`src/rtl/onehot_stat_pkg.sv`:
```
// onehot_stat_pkg: shared defaults and helpers for onehot_stat_unit.
// Provides the one-hot decoder and a width-aware arithmetic right shift.
package onehot_stat_pkg;

  localparam int SEL_W_DEF  = 3;
  localparam int SHIFT_DEF  = 2;
  localparam int THRESH_DEF = 3;
  localparam int CNT_W_DEF  = 4;

  localparam int SEL_MAX = 5;
  localparam int DW_MAX  = 32;

  function automatic logic [DW_MAX-1:0] onehot_dec(
    input logic [SEL_MAX-1:0] sel
  );
    return DW_MAX'(1) << sel;
  endfunction

  // The sign bit is bit dw-1 of the narrow word, so the word is first
  // moved to the top of the wide container, sign-extended back down,
  // then shifted by n.
  function automatic logic [DW_MAX-1:0] asr(
    input logic [DW_MAX-1:0] word,
    input int                n,
    input int                dw
  );
    logic signed [DW_MAX-1:0] t;
    t = $signed(word << (DW_MAX - dw));
    t = t >>> (DW_MAX - dw);
    return t >>> n;
  endfunction

endpackage

```
`src/rtl/class_counter.sv`:
```
// class_counter: CNT_W-bit wrapping counter with sync clear.
// Ports: iCLK, iRST (async high), iINC, iCLR, oCNT; oOVF with ONEHOT_STAT_OVF_EN.
module class_counter
  import onehot_stat_pkg::*;
#(
  parameter int CNT_W = CNT_W_DEF
) (
  input  logic             iCLK,
  input  logic             iRST,
  input  logic             iINC,
  input  logic             iCLR,
  output logic [CNT_W-1:0] oCNT
`ifdef ONEHOT_STAT_OVF_EN
  ,
  output logic             oOVF
`endif
);

  logic [CNT_W-1:0] r_cnt;

  always_ff @(posedge iCLK or posedge iRST) begin
    if (iRST) begin
      r_cnt <= '0;
    end else if (iCLR) begin
      r_cnt <= '0;
    end else if (iINC) begin
      r_cnt <= r_cnt + 1'b1;
    end
  end

  assign oCNT = r_cnt;

`ifdef ONEHOT_STAT_OVF_EN
  logic r_ovf;
  logic w_wrap;

  assign w_wrap = iINC & (&r_cnt);

  // Clear has priority, so a wrap on the clearing edge leaves 0.
  always_ff @(posedge iCLK or posedge iRST) begin
    if (iRST) begin
      r_ovf <= 1'b0;
    end else if (iCLR) begin
      r_ovf <= 1'b0;
    end else if (w_wrap) begin
      r_ovf <= 1'b1;
    end
  end

  assign oOVF = r_ovf;
`endif

endmodule

```
`src/rtl/onehot_stat_unit.sv`:
```
// onehot_stat_unit: decode index to one-hot, register, shift/compare, count.
// Ports: iCLK, iRST, iEN, iCLR, iDEC -> oVLD, oWORD, oGREAT, oCNTP, oCNTN;
// oOVFP/oOVFN only when ONEHOT_STAT_OVF_EN is defined.
module onehot_stat_unit
  import onehot_stat_pkg::*;
#(
  parameter int SEL_W  = SEL_W_DEF,
  parameter int SHIFT  = SHIFT_DEF,
  parameter int THRESH = THRESH_DEF,
  parameter int CNT_W  = CNT_W_DEF
) (
  input  logic                  iCLK,
  input  logic                  iRST,
  input  logic                  iEN,
  input  logic                  iCLR,
  input  logic [SEL_W-1:0]      iDEC,
  output logic                  oVLD,
  output logic [(1<<SEL_W)-1:0] oWORD,
  output logic                  oGREAT,
  output logic [CNT_W-1:0]      oCNTP,
  output logic [CNT_W-1:0]      oCNTN
`ifdef ONEHOT_STAT_OVF_EN
  ,
  output logic                  oOVFP,
  output logic                  oOVFN
`endif
);

  localparam int DW = 1 << SEL_W;
  localparam logic [DW-1:0] TH = DW'(THRESH);

  logic [SEL_MAX-1:0] w_sel;
  logic [DW-1:0]      w_dec;
  logic [DW-1:0]      w_shift;
  logic               w_inc_p;
  logic               w_inc_n;
  logic [DW-1:0]      r_word;
  logic               r_vld;

  assign w_sel = SEL_MAX'(iDEC);
  assign w_dec = DW'(onehot_dec(w_sel));

  // The word holds when idle; only the valid bit drops.
  always_ff @(posedge iCLK or posedge iRST) begin
    if (iRST) begin
      r_word <= '0;
      r_vld  <= 1'b0;
    end else if (iEN) begin
      r_word <= w_dec;
      r_vld  <= 1'b1;
    end else begin
      r_vld  <= 1'b0;
    end
  end

  assign w_shift = DW'(asr(DW_MAX'(r_word), SHIFT, DW));

  assign oVLD   = r_vld;
  assign oWORD  = r_word;
  assign oGREAT = r_vld & (w_shift > TH);

  assign w_inc_p = r_vld & ~r_word[0];
  assign w_inc_n = r_vld &  r_word[0];

  class_counter #(
    .CNT_W (CNT_W)
  ) u_cnt_p (
    .iCLK (iCLK),
    .iRST (iRST),
    .iINC (w_inc_p),
    .iCLR (iCLR),
    .oCNT (oCNTP)
`ifdef ONEHOT_STAT_OVF_EN
    ,
    .oOVF (oOVFP)
`endif
  );

  class_counter #(
    .CNT_W (CNT_W)
  ) u_cnt_n (
    .iCLK (iCLK),
    .iRST (iRST),
    .iINC (w_inc_n),
    .iCLR (iCLR),
    .oCNT (oCNTN)
`ifdef ONEHOT_STAT_OVF_EN
    ,
    .oOVF (oOVFN)
`endif
  );

endmodule

```
`config.mk`:
```
export PLATFORM = sky130hd
export DESIGN_NAME = onehot_stat_unit
export DESIGN_NICKNAME = d
export VERILOG_FILES = /design/src/rtl/onehot_stat_pkg.sv /design/src/rtl/class_counter.sv /design/src/rtl/onehot_stat_unit.sv
export SDC_FILE = /design/constraint.sdc
export NUM_CORES = 1
export LEC_CHECK = 0
export CAP_MARGIN = 20
export CELL_PAD_IN_SITES_DETAIL_PLACEMENT = 1
export CELL_PAD_IN_SITES_GLOBAL_PLACEMENT = 2
export CORE_MARGIN = 5
export CORE_UTILIZATION = 28
export DETAILED_ROUTE_END_ITERATION = 10
export PLACE_DENSITY_LB_ADDON = 0.1
export SLEW_MARGIN = 25
export SYNTH_ARGS = -nofsm -noshare
export SYNTH_HDL_FRONTEND = slang
export SYNTH_SLANG_ARGS = --single-unit
```
`constraint.sdc`:
```
create_clock -name iCLK -period 3.9 [get_ports iCLK]
set_clock_uncertainty 0.2 [all_clocks]
set_input_delay 0.585 -clock iCLK [delete_from_list [all_inputs] [get_ports iCLK]]
set_output_delay 0.585 -clock iCLK [all_outputs]
set_load 0.01 [all_outputs]
```
==> reports/metrics.cfg <==
[timing]
final_hold_viol_count=0
tns_ns=0
fin_crit_sh=0.6273
finalWorstSetupSlack_ns=1.454
whs_ns=0.3440
drv_slew=0
fmax_mhz=408.8
grt_setup_unrepaired=no
relSlewSlack=0.5753
tightest_slew_ns=0.6364
finalCriticalPeriod_ns=2.446
setup_viol=0

[detailed_routing]
via_per_inst=4.717
routed_wirelength_mm=1.717
ant_nets=0
drt_iter0_drc=3
avgRoutedWirePerCell_um=13.52
drt_pass1_iterations=2
drc_errors=0
vias=599

[worst_setup_path]
crit_fanout=3
cp_cell_sequence=o41a_2, clkdlybuf4s50_1
rr_startpoint=oWORD[0]$_DFFE_PP0P_
startpoint=oWORD[7]$_DFFE_PP0P_
cp_top_family=compound AO/OA/AOI/OAI gates
worstSetupEndpointType=primary output
arrival_ns=1.66
critical-path-slowest-cell=o41a_2
cp.required_ns=3.12
slowest_delay_ns=0.48
start_kind=flip-flop
path_class=flip-flop to primary output
crit_buf_inv=1

[yosys]
synth-xor-area-share=0.04682
synth_adder_area_share=0.03344
synthTopCellsByArea=dfrtp_1 57%, o22ai_1 5.0%, inv_1 4.5%
yosys.area.top_type_share=0.5686
synth_area_um2=748.2
synth_top_family_by_area=simple AND/OR/NAND/NOR gates
yosysUniqueCellTypes=23
syn_nets=80
synth_compound_gate_area_share=0.1104
synth-simple-area-share=0.1555
synth_area_per_cell_um2=10.54
yosysSeqAreaShare=0.5686
synth_warnings=0
ys_seq_elements=17
synth_top_area_cell=dfrtp_1
muxShareOfSynthArea=0.02843
synth_cells=71

[worst_hold_path]
hp-start=oWORD[3]$_DFFE_PP0P_
worstHoldPathType=flip-flop to flip-flop

[place]
hpwl_mm=1.273
io_buffers=24
placed_area_um2=1017
pre_cts_ws_ns=1.781
gp_congestion=0.6760

[finish]
fin_area_um2=1045
layout_common_cells=24 x clkdlybuf4s50_1, 17 x dfrtp_1, 9 x inv_1, 6 x o22ai_1, 6 x nor2_1
layout-drive-gt1-share=0.07216
nFillCells=295
final_common_cell=clkdlybuf4s50_1
nNetsFinal=107
antenna_cells=0
areaGrowthSynthToFinish_pct=39.63

[grt]
grt.overflow.total=0
grt_util_all_layers=0.1022
first_global_vias=607
grt_pass1_wl_mm=2.746
grt_max_degree=18
antenna_found_initial=0

[pwr]
power_density_nw_per_um2=330.9
p_leak_nw=0.4524
peakVddDrop_v=0.0001398
finalPower_w=0.0003457

[clocking]
hold_buffers=0
postCtsSetupBuffers=0
cts_tree=yes
clock-sinks=17
cts_max_path_buffers=2
clk_latency_ns=0.29
cts_max_level=1
cts_buffers=3
clk_pin_slew_ns=0.10
post_cts_resized=0
cts_root_buffer=clkbuf_4

[floorplanning]
die-area_um2=3806
core_um2=2522
start_util=0.2966
die_height_um=61.70
rows=18
pin_count=25
dieWidth_um=61.70

[flow_run]
drv_cap=0

[run_status]
status=finished, final reports clean

[worst register-to-register path: cells and delay by family, from the launching register on]
| family | cells | cell delay [ns] |
|---|---|---|
| AND/OR/NAND/NOR | 2 | 0.38 |
| multiplexers | 1 | 0.33 |
| flip-flops | 1 | 0.47 |
[path summary, 6_finish.rpt]
kind | depth (start not counted) | slack, ns | endpoint
worst max-delay path | 2 | 1.45 | oGREAT
worst min-delay path | 2 | 0.34 | oWORD[3]$_DFFE_PP0P_
worst max register to register | 3 | 2.43 | u_cnt_p.oCNT[3]$_DFFE_PP0P_
worst min register to register | 2 | 0.34 | oWORD[3]$_DFFE_PP0P_
max in group asynchronous | 2 | 2.63 | oWORD[5]$_DFFE_PP0P_
min in group asynchronous | 2 | 0.46 | u_cnt_p.oCNT[0]$_DFFE_PP0P_
[flip-flops by register name, indices dropped and copies added, names as in the netlist]
| name | count |
|---|---|
| oVLD | 1 |
| u_cnt_n.oCNT | 4 |
| u_cnt_p.oCNT | 4 |
| oWORD | 8 |
[power breakdown]
part / switching [W] / total (W) / internal [W]
Sequential: 0.00000824 / 0.000193 / 0.000184
Combinational: 0.0000250 / 0.0000558 / 0.0000308
Clock: 0.0000592 / 0.0000973 / 0.0000382
Total: 0.0000924 / 0.000346 / 0.000253
[cell usage after synthesis (all sizes together)]
cell     n
xor2     3
o22ai    6
o41a     1
nor2     6
a21oi    2
mux2     1
nand2    5
dfrtp   17
nand3    3
nand3b   1
or3      1
o21ai    1
inv      9
nand4    1
o32ai    2
ha       2
nand2b   4
buf      2
xnor2    1
mux2i    1
and2b    1
nor2b    1
[routing by layer]
metal	track usage	share of wire	routed length, um
met1	0.1224	0.46	790
met4	0.06364	0.019	32
met2	0.1629	0.46	798
met3	0.02686	0.055	95
met5	0	0	0
[through the flow]
step	cells	utilization
4_1_cts	127	0.4142
5_1_grt	127	0.4142
6_report	127	0.4142
2_1_floorplan	71	-
3_5_place_dp	123	0.4033
3_3_place_gp	123	0.4033
[cells by family (layout without fill, tap and decap cells)]
| kind of cell | Yosys count | in the layout |
|---|---|---|
| compound gates | 12 | 12 |
| xor+xnor | 4 | 4 |
| fa+ha+maj | 2 | 2 |
| buf+inv | 11 | 37 |
| flops | 17 | 17 |
| mux | 2 | 2 |
| simple gates | 23 | 23 |
[final cells by class]
cell class,count,area (um^2),area share
Clock inverter,1,5.005,0.004790
Tap cell,30,37.54,0.03593
Inverter,9,33.78,0.03234
Timing Repair Buffer,24,240.2,0.2299
Clock buffer,3,22.52,0.02156
Sequential cell,17,425.4,0.4072
Multi-Input combinational cell,43,280.3,0.2683
Power figures use the tool's default switching activity.
==> RTL change 1, RTL diff (same flow settings) <==
Set the package constant `CNT_W_DEF` to 3 (it was 4).
--- a/src/rtl/onehot_stat_pkg.sv
+++ b/src/rtl/onehot_stat_pkg.sv
@@ -5,7 +5,7 @@
   localparam int SEL_W_DEF  = 3;
   localparam int SHIFT_DEF  = 2;
   localparam int THRESH_DEF = 3;
-  localparam int CNT_W_DEF  = 4;
+  localparam int CNT_W_DEF  = 3;
 
   localparam int SEL_MAX = 5;
   localparam int DW_MAX  = 32;
Interface: changed (resized oCNTN and oCNTP); port bits go from 25 to 23. No check against the original RTL was run, so the function may have changed too.
==> RTL change 1 against the original RTL <==
Total power is 8.1% lower; area after synthesis is 13% lower; utilization is 0.55 points higher; worst setup slack better by 0.084 ns; cell area is 11% lower; routed wire length is 10% lower; sequential cell count is 2 lower; global-route usage is 0.54 points lower; critical path type unchanged.
==> RTL change 1: results (changes against the original RTL) <==
- The detailed-routed wire length on met2 is 686 um (-14%).
- The total global-route track usage was 9.679% (-0.54 points).
- The quantity of I/O buffers inserted on ports is 22 (-8.3%).
- The fraction of final layout cells sized beyond drive strength 1 is 5.882% (-1.3 points).
- The worst register-to-register path begins at oVLD$_DFF_PP0_.
- The flow ran to the end, and the final reports show no timing, DRC or antenna violations.
- The post-synth net total came to 69 (-14%).
- The xor-xnor portion of the synthesized cell area is 5.354% (+0.67 points).
- The leakage power figure is 0.4010 nW (-11%).
- Summed over all instances, the cell type with the most area after synthesis is dfrtp_1.
- The measured slew at the worst slew-check pin came to 0.6022 ns (-0.03415 ns).
- The first-pass GRT wire length is 2449 um (-11%).
- The half-perimeter wire length after placement is 1108 um (-13%).
- The placement-stage worst setup slack is 1.839 ns (+0.05869 ns).
- The cell area after placement is 902.1 um^2 (-11%).
- The met1 layer wirelength in the final routing is 731 um (-7.5%).
- The final net count was 95 (-11%).
- The final cell count without fillers came to 113 (-11%).
- The hold path startpoint is oWORD[1]$_DFFE_PP0P_.
- The synthesized area per cell is 10.91 um^2 (+3.5%).
- The diode insertion count for antenna repair is 0 (unchanged).
- The count of cell types in the netlist came to 18 (-22%).
- The met3 demand-to-capacity share in global routing was 3.947% (+1.3 points).
- The clock buffer count from CTS is 3 (unchanged).
- The maximum vdd ir drop came to 0.1633 mV (+17%).
- The overall routed net length came to 1541 um (-10%).
- The total vias in the final route is 519 (-13%).
- The mux cell area share after synthesis came to 1.530% (-1.3 points).
- The arrival time reported for the critical path endpoint was 1.58 ns (-0.08 ns).
- Sorting the synthesized cells by area gives the leading types as dfrtp_1, o22ai_1, inv_1.
- The met1 track demand over resource is 12.98% (+0.74 points).
- The sequential cell area fraction in the yosys report is 57.36% (+0.51 points).
- The weighted congestion reported at the end of routability-driven placement is 0.6900 (+2.1%).
RTL change 1: final timing paths:
| path | endpoint | slack [ns] | depth (start not counted) |
|---|---|---|---|
| setup / recovery | oGREAT | 1.54 | 2 |
| hold / removal | oWORD[1]$_DFFE_PP0P_ | 0.34 | 2 |
| setup reg to reg | u_cnt_p.oCNT[1]$_DFFE_PP0P_ | 2.63 | 3 |
| hold reg to reg | oWORD[1]$_DFFE_PP0P_ | 0.34 | 2 |
| max in group asynchronous | u_cnt_n.oCNT[0]$_DFFE_PP0P_ | 2.65 | 2 |
| min in group asynchronous | u_cnt_n.oCNT[2]$_DFFE_PP0P_ | 0.46 | 2 |
RTL change 1: report_power, final:
part / total, W / switching, W / leakage [nW] / internal, W
clock network: 0.0000902 / 0.0000505 / 0.0150 / 0.0000397
logic: 0.0000558 / 0.0000248 / 0.184 / 0.0000310
registers: 0.000172 / 0.00000813 / 0.202 / 0.000164
RTL change 1: cell families after synthesis:
| group | after synthesis |
|---|---|
| AND/OR/NAND/NOR | 18 |
| adder cells (fa/ha/maj) | 2 |
| flip-flops | 15 |
| AO/OA/AOI/OAI | 10 |
| buffers and inverters | 10 |
| multiplexers | 1 |
| XOR/XNOR | 4 |
RTL change 1: critical path, stage by stage (launching register included):
cell and delay [ns]:
dfrtp_1 0.41, o41a_1 0.41, clkdlybuf4s50_1 0.48
RTL change 1: cell type report:
type | instances | area (um^2)
Multi-Input combinational cell | 35 | 237.7
Timing Repair Buffer | 22 | 220.2
Sequential cell | 15 | 375.4
Clock buffer | 4 | 26.28
Fill cell | 268 | 1284
Inverter | 9 | 33.78
Tap cell | 28 | 35.03
==> RTL change 2, RTL diff (config.mk and constraints unchanged) <==
Without the edit above. Register the output `oCNTN`, cleared by the reset; this adds one clock of latency there. The other outputs are not delayed to match.
--- a/src/rtl/onehot_stat_unit.sv
+++ b/src/rtl/onehot_stat_unit.sv
@@ -28,6 +28,8 @@
 
   localparam int DW = 1 << SEL_W;
   localparam logic [DW-1:0] TH = DW'(THRESH);
+
+  logic [CNT_W-1:0] oCNTN_d;
 
   logic [SEL_MAX-1:0] w_sel;
   logic [DW-1:0]      w_dec;
@@ -83,12 +85,20 @@
     .iRST (iRST),
     .iINC (w_inc_n),
     .iCLR (iCLR),
-    .oCNT (oCNTN)
+    .oCNT (oCNTN_d)
 `ifdef ONEHOT_STAT_OVF_EN
     ,
     .oOVF (oOVFN)
 `endif
   );
 
+  always_ff @(posedge iCLK or posedge iRST) begin
+    if (iRST) begin
+      oCNTN <= '0;
+    end else begin
+      oCNTN <= oCNTN_d;
+    end
+  end
+
 endmodule
 
Formal check against the unedited RTL: not equivalent (a bounded check fails within 4 cycles, from zero or initial values and one cycle with iRST high).
==> RTL change 2 against the original RTL <==
Sequential cell count is 4 higher; routed wire length is 11% higher; combinational power is 3% higher; utilization is 2.8 points lower; via count is 2.8% higher; cell area is 9.9% higher; final cell count is 5.5% higher; die area is 11% higher; worst setup slack worse by 0.028 ns; area after synthesis is 13% higher; sequential share of layout area is 5.0 points higher; non-clock buffer count stayed put; total power is 16% higher.
==> RTL change 2: results (changes against the original RTL) <==
- The via count of the first global-routing pass is 717 (+18%).
- The placement-stage worst setup slack came to 1.763 ns (-0.01775 ns).
- The fraction of final layout cells sized beyond drive strength 1 is 6.931% (-0.29 points).
- Sorting the synthesized cells by area gives the leading types as dfrtp_1, o22ai_1, inv_1.
- The routed length per placed instance was 14.22 um (+5.2%).
- The maximum vdd ir drop is 0.2313 mV (+65%).
- The maximum clock insertion buffer count came to 2 (unchanged).
- The final net count is 111 (+3.7%).
- The first-pass GRT wire length was 3387 um (+23%).
- The relative slew slack is 46.94% (-11 points).
- The sequential cell area fraction in the yosys report is 61.95% (+5.1 points).
- The delay contributed by the slowest stage of the critical path came to 0.48 ns (about the same).
- The worst-case register-to-register setup slack is 2.41 ns (-0.02 ns).
- The count of cell types in the netlist is 23 (unchanged).
- The largest net degree at the start of global routing came to 22 (+4).
- The DRC violation total after the first TritonRoute iteration is 11 (+8).
- The first-pass detailed-route iteration total is 4 (+2).
- The fill cell total of the finished layout is 338 (+15%).
- The weighted congestion reported at the end of routability-driven placement came to 0.7392 (+9.3%).
- The synthesis warning total is 0 (unchanged).
- The total global-route track usage is 10.54% (+0.32 points).
- Ranked by instance count, the synthesized netlist is headed by dfrtp_1, inv_1, nor2_1, o22ai_1, nand2_1.
- The clock slew seen by the registers of the worst setup and hold paths is 0.13 ns (+0.03 ns).
- The leakage power figure was 0.5070 nW (+12%).
- The via density per instance is 4.597 (-2.5%).
- The later-pin clock latency in the skew report is 0.31 ns (+0.02 ns).
- The peak fanout along the critical path is 3 (unchanged).
- The arrival time reported for the critical path endpoint is 1.69 ns (+0.03 ns).
- The post-synth net total is 84 (+5.0%).
- The slowest library cell on the worst path is o41a_2.
- The run finished with clean final reports.
- The half-perimeter wire length after placement is 1376 um (+8.1%).
-- RTL change 2: metrics by stage --
step                area [um^2]  util (%)  hold slack, ns  cells  total power [W]
floorplan                 848.3         -          0.1619     75        0.0002648
global placement           1121     37.65          0.1766    130        0.0002984
detailed placement         1121     37.65          0.1860    130        0.0002981
CTS                        1149     38.57          0.2162    134        0.0004101
global route               1149     38.57          0.2306    134        0.0004278
finish                     1149     38.57          0.2091    134        0.0004017
-- RTL change 2: logic make-up (layout without fill, tap and decap cells) --
kind of cell | Yosys count | count (layout) | share of synthesized area, %
and+or+nand+nor | 23 | 23 | 13.72
DFF | 21 | 21 | 61.95
AOI/OAI and AO/OA | 12 | 12 | 9.735
buffers and inverters | 11 | 37 | 5.013
xor gates and xnor gates | 4 | 4 | 4.131
adders and majority gates | 2 | 2 | 2.949
muxes | 2 | 2 | 2.507
-- RTL change 2: layer usage --
layer	track usage (%)	vias up	part of all wire, %
met5	0	-	0
met1	12.57	299	45
met2	17.37	11	49
li1	-	304	-
met4	3.109	0	1.0
met3	4.333	2	5.6
-- RTL change 2: final cells by class --
type                       count  share of cell area (%)
clock buffer                   3                   1.961
clock inverter                 1                  0.4357
inverter                       9                   2.941
multi-input combinational     43                   24.40
sequential                    21                   45.75
tap                           33                   3.595
timing repair buffer          24                   20.92
-- RTL change 2: path summary, 6_finish.rpt --
check / startpoint / endpoint / cells past startpoint
min in group asynchronous: iRST / u_cnt_n.oCNT[3]$_DFFE_PP0P_ / 2
worst max register to register: oWORD[0]$_DFFE_PP0P_ / u_cnt_p.oCNT[3]$_DFFE_PP0P_ / 3
worst min-delay path: u_cnt_n.oCNT[3]$_DFFE_PP0P_ / oCNTN[3]$_DFF_PP0_ / 0
worst max-delay path: oWORD[4]$_DFFE_PP0P_ / oGREAT / 2
max in group asynchronous: iRST / u_cnt_p.oCNT[1]$_DFFE_PP0P_ / 2
worst min register to register: u_cnt_n.oCNT[3]$_DFFE_PP0P_ / oCNTN[3]$_DFF_PP0_ / 0
-- RTL change 2: critical path: cells and delay by family (launching register included) --
kind | cells | cell delay [ns]
compound gates | 1 | 0.48
buf+inv | 1 | 0.48
flops | 1 | 0.42
-- RTL change 2: where the power goes --
part	internal (W)	switching (W)
combinational	0.0000308	0.0000268
clock	0.0000383	0.0000706
sequential	0.000226	0.00000889
total	0.000295	0.000106
